## src/rtl/input_spi_rx.sv

```systemverilog
// Receive side of the serial byte link: resynchronises sclk/en/sdi into clk,
// deserialises MSB-first words and presents them on a valid/ready handshake.
module input_spi_rx #(
  parameter int DATA_W      = 8,
  parameter int SYNC_STAGES = 2
) (
  input  logic              clk,
  input  logic              rst,
  input  logic              sclk_in,
  input  logic              en_in,
  input  logic              sdi,
  output logic [DATA_W-1:0] data_out,
  output logic              valid_out,
  input  logic              ready_in,
  output logic              overrun,
  output logic              frame_err,
  output logic              busy
);

  localparam int CNT_W = $clog2(DATA_W) + 1;

  localparam logic [0:0] IDLE  = 1'b0;
  localparam logic [0:0] SHIFT = 1'b1;

  logic [SYNC_STAGES-1:0] sclk_sync;
  logic [SYNC_STAGES-1:0] en_sync;
  logic [SYNC_STAGES-1:0] sdi_sync;
  logic                   sclk_prev;

  logic [0:0]        state;
  logic [CNT_W-1:0]  cnt;
  logic [DATA_W-1:0] shreg;

  logic              sclk_s;
  logic              en_s;
  logic              sdi_s;
  logic              sclk_rise;
  logic              word_done;
  logic [DATA_W-1:0] word_next;

  assign sclk_s    = sclk_sync[SYNC_STAGES-1];
  assign en_s      = en_sync[SYNC_STAGES-1];
  assign sdi_s     = sdi_sync[SYNC_STAGES-1];
  assign sclk_rise = sclk_s & ~sclk_prev;
  assign word_next = {shreg[DATA_W-2:0], sdi_s};
  // An en rise in the same cycle as an sclk rise wins: the sample never counts.
  assign word_done = (state == SHIFT) && !en_s && sclk_rise &&
                     (cnt == CNT_W'(DATA_W - 1));
  assign busy      = (state == SHIFT);

  // All three lines share one synchroniser depth so they stay mutually aligned.
  always_ff @(posedge clk) begin
    if (!rst) begin
      sclk_sync <= '1;
      en_sync   <= '1;
      sdi_sync  <= '0;
      sclk_prev <= 1'b1;
    end else begin
      sclk_sync <= {sclk_sync[SYNC_STAGES-2:0], sclk_in};
      en_sync   <= {en_sync[SYNC_STAGES-2:0], en_in};
      sdi_sync  <= {sdi_sync[SYNC_STAGES-2:0], sdi};
      sclk_prev <= sclk_s;
    end
  end

  always_ff @(posedge clk) begin
    if (!rst) begin
      state     <= IDLE;
      cnt       <= '0;
      shreg     <= '0;
      data_out  <= '0;
      valid_out <= 1'b0;
      overrun   <= 1'b0;
      frame_err <= 1'b0;
    end else begin
      // NOTE: pulses default low here; a later non-blocking write in this block overrides it.
      overrun   <= 1'b0;
      frame_err <= 1'b0;

      case (state)
        IDLE: begin
          cnt <= '0;
          if (!en_s) state <= SHIFT;
        end
        SHIFT: begin
          if (en_s) begin
            state     <= IDLE;
            cnt       <= '0;
            shreg     <= '0;
            frame_err <= (cnt != '0);
          end else if (sclk_rise) begin
            shreg <= word_next;
            cnt   <= word_done ? '0 : cnt + CNT_W'(1);
          end
        end
        default: state <= IDLE;
      endcase

      // Holding register: a full, unaccepted word is never overwritten.
      if (word_done) begin
        if (!valid_out || ready_in) begin
          data_out  <= word_next;
          valid_out <= 1'b1;
        end else begin
          overrun <= 1'b1;
        end
      end else if (valid_out && ready_in) begin
        valid_out <= 1'b0;
      end
    end
  end

endmodule

```

## config.mk

```make
export PLATFORM = sky130hd
export DESIGN_NAME = input_spi_rx
export DESIGN_NICKNAME = d
export VERILOG_FILES = /design/src/rtl/input_spi_rx.sv
export SDC_FILE = /design/constraint.sdc
export NUM_CORES = 1
export LEC_CHECK = 0
export CAP_MARGIN = 20
export CELL_PAD_IN_SITES_DETAIL_PLACEMENT = 1
export CELL_PAD_IN_SITES_GLOBAL_PLACEMENT = 1
export CORE_ASPECT_RATIO = 2
export CORE_MARGIN = 2
export CORE_UTILIZATION = 28
export DETAILED_ROUTE_END_ITERATION = 8
export HOLD_SLACK_MARGIN = 0.03
export PLACE_DENSITY_LB_ADDON = 0.1
export SLEW_MARGIN = 20
export SYNTH_ARGS = -nofsm -noshare
export SYNTH_HDL_FRONTEND = slang
export SYNTH_SLANG_ARGS = --single-unit
```

## constraint.sdc

```tcl
create_clock -name clk -period 1.3 [get_ports clk]
set_input_delay 0.325 -clock clk [delete_from_list [all_inputs] [get_ports clk]]
set_output_delay 0.325 -clock clk [all_outputs]
set_load 0.01 [all_outputs]
```

==> results of run 1 <==
[repair_timing]
action,4_1_cts,5_1_grt
hold buffers,0,0
resized for setup,20,12
gates cloned,1,0
endpoints found under the setup margin,29,16
pin swaps,5,5
endpoints found under the hold margin,0,0
setup buffers,3,0
[synth_stat cells]
cell type,count,area share [%]
nor2_1,5,1.7
nand3_1,9,4.1
buf_6,1,1.0
ha_1,2,2.3
and4bb_2,1,1.2
and3_1,1,0.58
and2_1,2,1.2
xor2_1,1,0.81
nand2b_1,5,2.9
clkbuf_1,3,1.0
and2b_2,1,0.81
o21a_1,1,0.69
dfxtp_1,30,55
a22oi_1,7,4.8
buf_4,1,0.69
nand2_1,12,4.1
nor3_1,1,0.46
nor3b_4,1,1.7
nand3b_1,1,0.69
a21oi_1,3,1.4
o21ai_1,1,0.46
clkbuf_2,1,0.46
xnor2_1,1,0.81
inv_1,2,0.69
o21ai_0,8,3.7
or3_1,1,0.58
nand4_1,1,0.58
nor2b_1,9,5.2
[routing by layer]
metal	part of all wire, %	wire length [um]	up-vias
met4	2.6	65	0
li1	-	-	439
met5	0	0	-
met2	56	1380	13
met1	39	956	430
met3	2.9	71	6
[power by group through the flow]
stage                     clock [mW]  sequential (mW)  combinational (mW)
final                          0.780            0.931              0.0624
after global routing           0.848            0.932              0.0698
after CTS                      0.806            0.932              0.0606
after detailed placement           0            0.953              0.0598
after global placement             0            0.953              0.0586
after floorplan                    0            0.953              0.0271
[through the flow]
step	cell area, sq um	utilization, %	setup slack [ns]
final	1580	41.4	-0.0146
after global routing	1580	41.4	-0.0839
after CTS	1570	41.2	-0.0639
after detailed placement	1400	36.9	-0.203
after global placement	1400	36.9	-0.187
after floorplan	1110	-	-0.0605
[worst max-delay path by stage]
| stage | end | slack, ns | cells after the start |
|---|---|---|---|
| 5_1_grt | data_out[3] | -0.08 | 6 |
| 6_report | data_out[0] | -0.01 | 6 |
| 4_1_cts | data_out[6] | -0.06 | 6 |
| 2_1_floorplan | data_out[2] | -0.06 | 6 |
| 3_5_place_dp | data_out[1] | -0.20 | 6 |
| 3_3_place_gp | data_out[5] | -0.19 | 6 |
[sequential cells by signal, indices dropped and copies added, names as in the netlist]
name and count:
cnt 4, sclk_prev 1, en_sync 2, data_out 8, shreg 7, frame_err 1
overrun 1, sclk_sync 2, busy 1, sdi_sync 2, valid_out 1
[final cells by class]
| type | count | area (sq um) |
|---|---|---|
| Tap cell | 51 | 63.8 |
| Clock inverter | 2 | 12.5 |
| Inverter | 2 | 7.51 |
| Fill cell | 445 | 2230 |
| Timing Repair Buffer | 31 | 277 |
| Clock buffer | 6 | 82.6 |
| Multi-Input combinational cell | 74 | 522 |
| Sequential cell | 30 | 612 |
[cell families (layout without fill, tap and decap cells)]
family / after synthesis / after routing / synth area share (%)
flops: 30 / 30 / 55.3
buf+inv: 8 / 41 / 3.92
xor+xnor: 2 / 2 / 1.61
compound gates: 20 / 20 / 11.1
fa+ha+maj: 2 / 2 / 2.30
simple gates: 50 / 50 / 25.8
==> metrics, run 1 <==
worst reg2reg setup slack -0.01 ns; Inst Count DP about 190; distinct cell type count after synthesis 28; Iteration-0 DRC Markers 7; CTS H-Tree Depth 2; clk sink count 30; clk buf depth 2; Tightest Hold Check Type register to register; slowest cell delay on critical path about 0.36 ns; WL/cell about 13 um; fmax roughly 760 MHz; Worst Path Buf+Inv 1; Reg2Reg Launch Point cnt[1]; Syn Nets between 100 and 150; Total Wirelength 2.47 mm; final setup fails 4; initial antenna violation count 0; sw frac 21.9%; fin crit period 1.31 ns; arrival time at the worst endpoint between 1.5 and 2 ns; Worst-Skew Late Latency 0.28 ns; register bit total from synthesis 30; status finished with violations; Tot Pwr approximately 1.8 mW; max cap viols 0; number of routed nets with antenna violations 0; slew margin rel. 80.7%; GR Util met3 between 4 and 5%; failing checks setup timing; gr busiest metal met2; layout net count between 150 and 200; Non-Filler Instances 196; worst setup margin -0.0146 ns; Seq pwr share around 53%; Crit. Startpoint cnt[1]; Max VDD drop about 680 uV; worst-margin pin slew 0.289 ns; PwrDens 1120 nW/um^2; vias in the first global route around 1000; die area 4420 sq um; worst path cell trace ha_4 -> nand3b_1 -> nor3b_4 -> buf_12 -> nand3_2 -> o21ai_1; Avg Cell Area, Syn about 9.7 sq um; Fin Setup TNS -0.0321 ns; most common cell after layout, fill and taps aside dfxtp_1; register area share after synthesis a little under three fifths; Yosys Warn Count 0; total gr overflow 0; GRT met2 Usage 22.2%; number of core rows 32; GR Layer Usage met1 roughly 17%; CP required approximately 1.5 ns; critical setup path kind register to register; final period utilization 101%; core area approximately 3800 sq um; hold slack final around 0.42 ns; IO Pins 18; Clock transition at path regs ~0.07 ns; share of cells above drive strength 1 between 20% and 30%; CTS tree done; WHS Path Cells 1; Clk pwr share a little over two fifths; slowest stage cell, crit path dfxtp_4; power share of the combinational group ~3.5%; HP Start en_sync[0]; gr usage total between 10% and 20%; CP Max Fanout 8; LEAKAGE 0.612 nW; Post-DP HPWL 1.73 mm; Initial Util between 20% and 30%; Sw Pwr 0.389 mW; largest net degree at the start of global routing 20; global-route wire length before repair ~4.4 mm; Syn Std Cell Area about 1100 sq um; Vias just under 900; Die X 48.0 um; crit-path leading delay family simple AND/OR/NAND/NOR gates; global placement routability congestion around 0.69; reg-to-reg critical path endpoint data_out[0]; Antenna Cells 0; # DRC 0; root buf cell clkbuf_8; Inserted Clock Buffers 5; most frequent cells in the layout dfxtp_1 (25), nand2_1 (12), dlygate4sd2_1 (12), buf_4 (12), nor2b_1 (8); drt pass-1 iters 4; internal power around 1.4 mW; final hold violations 0; Port Buffer Count 17; Area growth syn-to-layout 45.2%; RSZ-0062 raised after global routing yes; r2r worst-path depth 6; clk_skew 0.00588 ns; Slew Limit Fails 0; drt via density 4.53; CP Launch Type register; critical path endpoint category register; Post-Synthesis Cells between 100 and 150; hold endpoint en_sync[1]; Die Y just over 90 um
Power figures use the tool's default switching activity.
==> run 2: changes to the inputs <==
--- a/config.mk
+++ b/config.mk
@@ -14,7 +14,6 @@
 export DETAILED_ROUTE_END_ITERATION = 8
 export HOLD_SLACK_MARGIN = 0.03
 export PLACE_DENSITY_LB_ADDON = 0.1
-export SLEW_MARGIN = 20
 export SYNTH_ARGS = -nofsm -noshare
 export SYNTH_HDL_FRONTEND = slang
 export SYNTH_SLANG_ARGS = --single-unit
==> results of run 2 <==
Same layout as run 1: the final DEF is identical, and so are final timing and power.
==> edit (config.mk and constraints of run 2) <==
Put one more register stage on the output `overrun`, with the module's reset. The value now appears one clock later. The other outputs are not delayed to match.
--- a/src/rtl/input_spi_rx.sv
+++ b/src/rtl/input_spi_rx.sv
@@ -23,2 +23,4 @@
   localparam logic [0:0] SHIFT = 1'b1;
+
+  logic overrun_s0;
 
@@ -72,3 +74,3 @@
       valid_out <= 1'b0;
-      overrun   <= 1'b0;
+      overrun_s0 <= 1'b0;
       frame_err <= 1'b0;
@@ -76,3 +78,3 @@
       // NOTE: pulses default low here; a later non-blocking write in this block overrides it.
-      overrun   <= 1'b0;
+      overrun_s0 <= 1'b0;
       frame_err <= 1'b0;
@@ -104,3 +106,3 @@
         end else begin
-          overrun <= 1'b1;
+          overrun_s0 <= 1'b1;
         end
@@ -112,2 +114,10 @@
 
+  always_ff @(posedge clk) begin
+    if (!rst) begin
+      overrun <= '0;
+    end else begin
+      overrun <= overrun_s0;
+    end
+  end
+
 endmodule
Check against the original RTL: same outputs for any inputs over 10 cycles, from zero or initial values and one cycle with rst low; that may be too few to reach the edited logic, so the function may still have changed.
==> edit against run 2 <==
- the run still ends with negative setup slack left
- total power barely moved
- worst hold slack improved by 8.1 ps
- worst setup slack got worse by 46 ps
- sequential cell count rose by 1
- cell area rose by 0.79%
- area after synthesis rose by 2.4%
- routed wire length rose by 7.8%
- sequential power rose by 3.1%
- global-route usage fell by 0.11 points
- largest power group unchanged
- highest routed layer unchanged
==> edit: results (changes against run 2) <==
Timing
  • Final setup vio count: 8 (+4)
  • Setup WS post-layout: -60.3 ps (-45.7 ps)
  • Slew headroom: 80.6% (about the same)
  • Worst clock skew: 8.94 ps (+3.06 ps)

Run status
  • Status: finished, violations left
  • Failing checks: negative setup slack

Clock tree
  • Root buffer cell: clkbuf_8
  • Post-CTS Repair Setup Buffers: 1 (-2)
  • Total CTS buffers: 5 (unchanged)
  • Cts repair resizes: 21 (+5.0%)

Power and ir drop
  • Largest vdd supply drop: 0.000694 V (+1.7%)
  • Leak Pwr: 0.000617 µW (+0.79%)

Synth
  • Synth Area in Adders: 2.25% (-0.054 points)
  • Commonest cells in the synthesized netlist: 31 x dfxtp_1, 12 x nand2_1, 9 x nand3_1, 9 x nor2b_1, 8 x o21ai_0
  • Post-synthesis compound-gate area fraction: 10.8% (-0.26 points)
  • Post-synthesis cell type count: 28 (unchanged)
  • Seq/Total Area, Yosys: 55.8% (+0.49 points)
  • Ys async rst share: 0% (unchanged)
  • Dominant cells by area after synthesis: dfxtp_1 56%, nor2b_1 5.1%, a22oi_1 4.7%, nand3_1 4.0%, nand2_1 4.0%
  • Post-synthesis mux area share: 0% (unchanged)
  • Syn Nets: 122 (+1.7%)
  • Synth Area in XOR/XNOR: 1.57% (-0.038 points)
  • Mapped Avg Cell Area: 9.76 µm² (+0.62%)

Detailed routing
  • Drt first-iter violations: 6 (-1)
  • Final wirelength: 2.66 mm (+7.8%)
  • Pre-antenna DRT Iters: 4 (unchanged)
  • Drt wl/cell: 13.7 µm (+8.4%)
  • Vias: 895 (+0.79%)

Hold path
  • Worst min path class: flop to flop

Finish
  • Fill cell count: 474 (+6.5%)
  • Share of cells above drive strength 1: 26.4% (-3.3 points)

Global route
  • Vias in the first global route: 1042 (+7.3%)
  • Largest net degree at the start of global routing: 32 (+60%)
  • Initial antenna violation count: 0 (unchanged)
  • All-layer global routing usage: 14.1% (-0.11 points)
  • First-pass GRT wire length: 4.80 mm (+7.9%)

Placed design
  • Area post-placement: 0.00143 mm² (+2.2%)
  • Gpl congestion: 0.657 (-4.4%)
  • Dpl hpwl: 1.87 mm (+8.4%)
  • # placed instances: 187 (+0.54%)

Setup path
  • Worst EP arrival: 1570 ps (+40 ps)
edit: cell type report:
class	instances	area (µm²)	area share, %
Clock inverter	1	5.00	0.315
Clock buffer	6	82.6	5.20
Inverter	2	7.51	0.472
Multi-Input combinational cell	75	523	32.9
Tap cell	51	63.8	4.02
Sequential cell	31	633	39.8
Timing Repair Buffer	29	274	17.2
edit: worst paths after layout:
path	start	endpoint	cells past startpoint
setup / recovery	cnt[0]	data_out[0]	6
hold reg to reg	en_sync[0]	en_sync[1]	1
setup reg to reg	cnt[0]	data_out[0]	6
hold / removal	en_sync[0]	en_sync[1]	1
edit: critical path, cell delays in order, from the launching register on:
cell and delay (ps):
dfxtp_4 370, ha_4 150, nand3b_1 160, nor3b_4 300, buf_12 170, nand3_1 70, o21ai_1 70
edit: metal layers:
metal	up-vias	share of wire, %	global-route usage, %
met1	440	33	12.7
met5	-	0	0
met3	6	2.1	2.88
li1	439	-	-
met2	10	62	28.6
met4	0	2.5	7.14
edit: cell families (layout without fill, tap and decap cells):
family | count (synthesis) | in the layout
simple gates | 51 | 51
buf+inv | 8 | 38
compound gates | 20 | 20
fa+ha+maj | 2 | 2
xor+xnor | 2 | 2
flops | 31 | 31
edit: per-stage QoR:
step / hold slack [ps] / setup slack [ps] / setup TNS [ps]
3_3_place_gp: 405 / -197 / -1730
6_report: 425 / -60.3 / -408
4_1_cts: 436 / -117 / -887
5_1_grt: 451 / -162 / -1300
2_1_floorplan: 386 / -60.4 / -446
3_5_place_dp: 414 / -221 / -2400
edit: power breakdown:
| group | switching, µW | internal, µW |
|---|---|---|
| sequential | 5.32 | 955 |
| clock | 333 | 414 |
| combinational | 29.3 | 36.6 |
| total | 368 | 1410 |
